File: config.mk
export PLATFORM = sky130hd
export DESIGN_NAME = fsub_pipe
export DESIGN_NICKNAME = d
export VERILOG_FILES = /design/src/rtl/fsub_pipe.sv
export SDC_FILE = /design/constraint.sdc
export NUM_CORES = 1
export LEC_CHECK = 0
export BUFFER_PORTS_ARGS = -buffer_cell sky130_fd_sc_hd__buf_4
export CAP_MARGIN = 20
export CELL_PAD_IN_SITES_DETAIL_PLACEMENT = 0
export CELL_PAD_IN_SITES_GLOBAL_PLACEMENT = 1
export CORE_ASPECT_RATIO = 1.4
export CORE_MARGIN = 2
export CORE_UTILIZATION = 51
export DETAILED_ROUTE_END_ITERATION = 6
export PLACE_DENSITY_LB_ADDON = 0.1
export SETUP_SLACK_MARGIN = 0.05
export SYNTH_ARGS = -nofsm -noshare
export SYNTH_HDL_FRONTEND = slang
export SYNTH_SLANG_ARGS = --single-unit
File: constraint.sdc
create_clock -name clk -period 14.66 [get_ports clk]
set_input_delay 0.733 -clock clk [delete_from_list [all_inputs] [get_ports clk]]
set_output_delay 0.733 -clock clk [all_outputs]
set_load 0.05 [all_outputs]
File: src/rtl/fsub_pipe.sv
// Three-stage binary32 subtractor y = x1 - x2 with round-to-nearest-even and flush-to-zero.
// Stages: align -> add/sub + leading-zero count -> normalize, round and pack.
`timescale 1ns/1ps
module fsub_pipe (
    input  logic        clk,
    input  logic        rstn,
    input  logic [31:0] x1,
    input  logic [31:0] x2,
    input  logic        ready,
    output logic [31:0] y,
    output logic        valid
);

    // ---------------- S1: align ----------------
    logic        w_s2_eff;
    logic        w_sub;
    logic        w_x1_big;
    logic        w_sb;
    logic [7:0]  w_eb;
    logic [7:0]  w_es;
    logic [7:0]  w_diff;
    logic [23:0] w_mb;
    logic [23:0] w_ms;
    logic [4:0]  w_shamt;
    logic [54:0] w_ms_sh;
    logic [26:0] w_small;
    logic        w_spec;
    logic [31:0] w_spec_val;

    assign w_s2_eff = ~x2[31];
    assign w_sub    = x1[31] ^ w_s2_eff;
    // Comparing exponent:mantissa as one field orders magnitudes directly.
    assign w_x1_big = (x1[30:0] >= x2[30:0]);
    assign w_sb     = w_x1_big ? x1[31] : w_s2_eff;
    assign w_eb     = w_x1_big ? x1[30:23] : x2[30:23];
    assign w_es     = w_x1_big ? x2[30:23] : x1[30:23];
    assign w_mb     = {1'b1, (w_x1_big ? x1[22:0] : x2[22:0])};
    assign w_ms     = {1'b1, (w_x1_big ? x2[22:0] : x1[22:0])};
    assign w_diff   = w_eb - w_es;
    assign w_shamt  = (w_diff > 8'd31) ? 5'd31 : w_diff[4:0];
    assign w_ms_sh  = {w_ms, 31'b0} >> w_shamt;
    // Mantissa, guard, round, then sticky as the lowest bit.
    assign w_small  = {w_ms_sh[54:29], |w_ms_sh[28:0]};

    always_comb begin
        w_spec     = 1'b1;
        w_spec_val = x1;
        if (x2[30:23] == 8'd0) begin
            w_spec_val = x1;
        end else if (x1[30:23] == 8'd0) begin
            w_spec_val = {~x2[31], x2[30:0]};
        end else if (w_sub && (x1[30:0] == x2[30:0])) begin
            w_spec_val = 32'h0000_0000;
        end else begin
            w_spec     = 1'b0;
            w_spec_val = 32'h0000_0000;
        end
    end

    logic        r1_vld;
    logic        r1_sign;
    logic        r1_sub;
    logic [7:0]  r1_exp;
    logic [23:0] r1_mb;
    logic [26:0] r1_small;
    logic        r1_spec;
    logic [31:0] r1_spec_val;

    always_ff @(posedge clk or negedge rstn) begin
        if (!rstn) begin
            r1_vld      <= 1'b0;
            r1_sign     <= 1'b0;
            r1_sub      <= 1'b0;
            r1_exp      <= 8'd0;
            r1_mb       <= 24'd0;
            r1_small    <= 27'd0;
            r1_spec     <= 1'b0;
            r1_spec_val <= 32'd0;
        end else begin
            r1_vld      <= ready;
            r1_sign     <= w_sb;
            r1_sub      <= w_sub;
            r1_exp      <= w_eb;
            r1_mb       <= w_mb;
            r1_small    <= w_small;
            r1_spec     <= w_spec;
            r1_spec_val <= w_spec_val;
        end
    end

    // ---------------- S2: add/sub, leading-zero count ----------------
    logic [27:0] w_sum_raw;
    logic [26:0] w_sum;
    logic [8:0]  w_exp2;
    logic [4:0]  w_lzc;

    assign w_sum_raw = r1_sub ? ({1'b0, r1_mb, 3'b000} - {1'b0, r1_small})
                              : ({1'b0, r1_mb, 3'b000} + {1'b0, r1_small});

    always_comb begin
        if (w_sum_raw[27]) begin
            w_sum  = {w_sum_raw[27:2], w_sum_raw[1] | w_sum_raw[0]};
            w_exp2 = {1'b0, r1_exp} + 9'd1;
        end else begin
            w_sum  = w_sum_raw[26:0];
            w_exp2 = {1'b0, r1_exp};
        end
    end

    always_comb begin
        w_lzc = 5'd27;
        for (int i = 0; i < 27; i++) begin
            if (w_sum[i]) begin
                w_lzc = 5'(26 - i);
            end
        end
    end

    logic        r2_vld;
    logic        r2_sign;
    logic [8:0]  r2_exp;
    logic [26:0] r2_sum;
    logic [4:0]  r2_lzc;
    logic        r2_spec;
    logic [31:0] r2_spec_val;

    always_ff @(posedge clk or negedge rstn) begin
        if (!rstn) begin
            r2_vld      <= 1'b0;
            r2_sign     <= 1'b0;
            r2_exp      <= 9'd0;
            r2_sum      <= 27'd0;
            r2_lzc      <= 5'd0;
            r2_spec     <= 1'b0;
            r2_spec_val <= 32'd0;
        end else begin
            r2_vld      <= r1_vld;
            r2_sign     <= r1_sign;
            r2_exp      <= w_exp2;
            r2_sum      <= w_sum;
            r2_lzc      <= w_lzc;
            r2_spec     <= r1_spec;
            r2_spec_val <= r1_spec_val;
        end
    end

    // ---------------- S3: normalize, round, pack ----------------
    logic        w_flush;
    logic [4:0]  w_sh;
    logic [26:0] w_norm;
    logic        w_rnd;
    logic [24:0] w_mant;
    logic [9:0]  w_exp3;
    logic [22:0] w_frac;
    logic [31:0] w_res;

    // A full normalize that would take the exponent below 1 means the result is subnormal.
    assign w_flush = ({4'b0, r2_lzc} >= r2_exp);
    assign w_sh    = w_flush ? 5'(r2_exp - 9'd1) : r2_lzc;
    assign w_norm  = r2_sum << w_sh;
    assign w_rnd   = w_norm[2] & (w_norm[3] | w_norm[1] | w_norm[0]);
    assign w_mant  = {1'b0, w_norm[26:3]} + {24'd0, w_rnd};
    assign w_exp3  = {1'b0, r2_exp} - {5'd0, w_sh} + {9'd0, w_mant[24]};
    assign w_frac  = w_mant[24] ? w_mant[23:1] : w_mant[22:0];

    always_comb begin
        if (r2_spec) begin
            w_res = r2_spec_val;
        end else if (w_flush) begin
            w_res = {r2_sign, 31'd0};
        end else if (w_exp3 >= 10'd255) begin
            w_res = {r2_sign, 8'hFF, 23'd0};
        end else begin
            w_res = {r2_sign, w_exp3[7:0], w_frac};
        end
    end

    always_ff @(posedge clk or negedge rstn) begin
        if (!rstn) begin
            valid <= 1'b0;
            y     <= 32'd0;
        end else begin
            valid <= r2_vld;
            if (r2_vld) begin
                y <= w_res;
            end
        end
    end

endmodule

==> metrics.yaml <==
routing:
  drt_iter0_drc: 1032
  drc: 0
  vias_per_cell: 6.24
  wl_per_cell_um: 22.1
  drt_wl_total_um: 51900
  first_pass_iters: 6
  vias: 14700
  antenna_left: 0
final_layout:
  multi_input_area_sq_um: 9890
  area_growth_pct: 10.8
  register_area_sq_um: 5110
  layout_common_cells: "dfrtp_1 (203), a21oi_1 (177), nand2_1 (175)"
  layout_commonest_cell: "dfrtp_1"
  fin_nets: 2122
  fillCellCount: 2923
  n_antenna_cell: 0
  layout-drive-gt1-share: 0.113
place:
  place_congestion: 0.992
  pre_cts_slack_ns: 5.31
  io_buffers: 99
  hpwl_um: 40400
run:
  maxCapViolations: 0
synthesis:
  synth_area_per_cell_sq_um: 8.29
  synth_area_sq_um: 15900
  netlist_instances: 1914
  ys.flop_type: "dfrtp_1"
  synthArstFlopShare: 1.00
  ys_warn_count: 0
  post_synth_num_cell_types: 97
  synth_seq_cells: 204
  synth_sequential_area_ratio: 0.322
  synth-edff-count: 0
  syn_nets: 2088
clocking:
  root_buffer: "clkbuf_16"
  clk_latency_ns: 0.51
  postCtsHoldBufs: 0
  clkSinkCount: 204
  cts_tree: "done"
  clockBufferDepth: 3
  cts_resized: 0
  htreeDepth: 1
  clk_pin_slew_worst_paths_ns: 0.07
  postCtsSetupRepairBufs: 0
  cts_buffers: 21
pwr:
  total_power_w: 0.00301
  vdd_ir_drop_max_mv: 0.0910
  powerDensity_nw_per_um2: 171
  leakage_nw: 7.85
worst_setup_path:
  crit_family: "simple AND/OR/NAND/NOR gates"
  required_ns: 15.00
  end_kind: "flop"
  arrival_ns: 9.81
  crit_top_cell: "a21oi_1"
  cp-start-kind: "flop"
  crit_type: "flop to flop"
  crit_path_max_fanout: 30
  slowest_delay_ns: 0.67
  worstPathBufferInverterCount: 3
  cp_slowest_cell: "or4b_2"
die:
  fp.dieW_um: 153
  die_h_um: 213
  num_io_pins: 100
  initial_utilization: 0.517
  coreArea_sq_um: 30700
  num_rows: 76
  die_area_sq_um: 32600
global_route:
  grt_overflow_total: 0
  grt_max_degree: 88
  grtUsageTotal: 0.312
  grt_pass1_wl_um: 80000
  grt_pass1_vias: 14100
  antenna_found_initial: 0
timing:
  clock_skew_ns: 0.0116
  worst_slack_ns: 5.19
  worstMarginPinSlew_ns: 1.04
  hold_violations: 0
  slew_headroom: 0.305
  fin_tns_setup_ns: 0
  fmax_ghz: 0.106
  period_minus_slack_ns: 9.47
  maxSlewViolCount: 0
  rsz0062_at_grt: "false"
  setup_violations: 0
  fin_crit_sh: 0.646
worst_hold_path:
  hold_class: "input pin to asynchronous set/reset pin"
outcome:
  run_status: "completed"
[final cells by class]
type,count,area share
Clock buffer,25,0.0319
Clock inverter,13,0.00911
Inverter,122,0.0260
Multi-Input combinational cell,1482,0.563
Sequential cell,204,0.290
Tap cell,390,0.0278
Timing Repair Buffer,117,0.0522
[stage by stage]
step,utilization,hold WS [ns],instances,area [sq um]
floorplan,-,0.331,1914,15900
finish,0.573,0.172,2353,17600
global placement,0.547,0.334,2313,16800
CTS,0.571,0.188,2351,17500
global route,0.573,0.209,2353,17600
detailed placement,0.547,0.335,2313,16800
[sequential cells by signal, indices dropped and copies added, names as in the netlist]
register / flops
r2_spec: 1
r1_mb: 24
r2_sign: 1
r2_lzc: 5
r2_spec_val: 32
r1_vld: 1
r1_exp: 8
valid: 1
r2_vld: 1
r2_sum: 27
r1_small: 27
r1_spec: 1
y: 32
r1_sub: 1
r1_sign: 1
r1_spec_val: 32
r2_exp: 9
[Yosys cell counts (14+ instances only)]
cell	number	area (sq um)
nor3_1	39	195
mux2_2	24	270
a21o_1	27	203
and3_1	14	87.6
a31oi_1	26	163
buf_2	23	115
and2_1	25	156
nor2b_1	17	106
xor2_1	20	175
o21ai_0	122	611
o22ai_1	17	106
nand4_1	18	113
nand2b_1	19	119
nand3_1	65	325
ha_1	105	1310
o211ai_1	42	315
inv_1	121	454
clkbuf_1	68	255
o21bai_1	15	113
xnor2_1	49	429
dfrtp_1	204	5100
a21oi_1	177	886
nor2_1	169	634
nand2_1	176	661
mux2i_1	73	731
a211oi_1	23	173
[cells by family (layout without fill, tap and decap cells)]
kind of cell,count (synthesis),count (layout),share of synthesized area
compound gates,610,610,0.253
xor+xnor,69,69,0.0381
fa+ha+maj,107,107,0.0853
buf+inv,228,277,0.0574
flops,204,204,0.322
mux,99,99,0.0659
other cells,1,1,0.000236
simple gates,596,596,0.178
[path summary, 6_finish.rpt]
check,from,to,slack (ns),depth (start not counted)
setup / recovery,r2_exp[2],y[7],5.19,32
hold / removal,rstn,r2_sum[25],0.17,1
setup reg to reg,r2_exp[2],y[7],5.19,32
hold reg to reg,r1_spec_val[15],r2_spec_val[15],0.34,0
max in group asynchronous,rstn,r1_spec_val[29],12.54,4
min in group clk,ready,r1_vld,0.34,1
[worst register-to-register path, delay by kind of cell, from the launching register on]
kind            cells  cell delay [ns]
fa+ha+maj           4             1.18
buf+inv             3             0.64
simple gates       10             3.37
mux                 1             0.65
flops               1             0.44
xor+xnor            2             0.32
compound gates     12             2.70
[power by group]
part	total [W]	internal, W	leakage, nW	switching, W
combinational	0.00173	0.000599	4.90	0.00113
sequential	0.000729	0.000654	2.60	0.0000751
clock	0.000554	0.000329	0.351	0.000225
[routing by layer]
| metal | vias to the layer above | track usage | wire length (um) |
|---|---|---|---|
| met5 | - | 0 | 0 |
| met1 | 7039 | 0.377 | 20300 |
| met2 | 512 | 0.563 | 26700 |
| li1 | 6988 | - | - |
| met4 | 0 | 0.151 | 2830 |
| met3 | 146 | 0.0250 | 2150 |
Note: power is estimated with default switching activity, not from simulation.
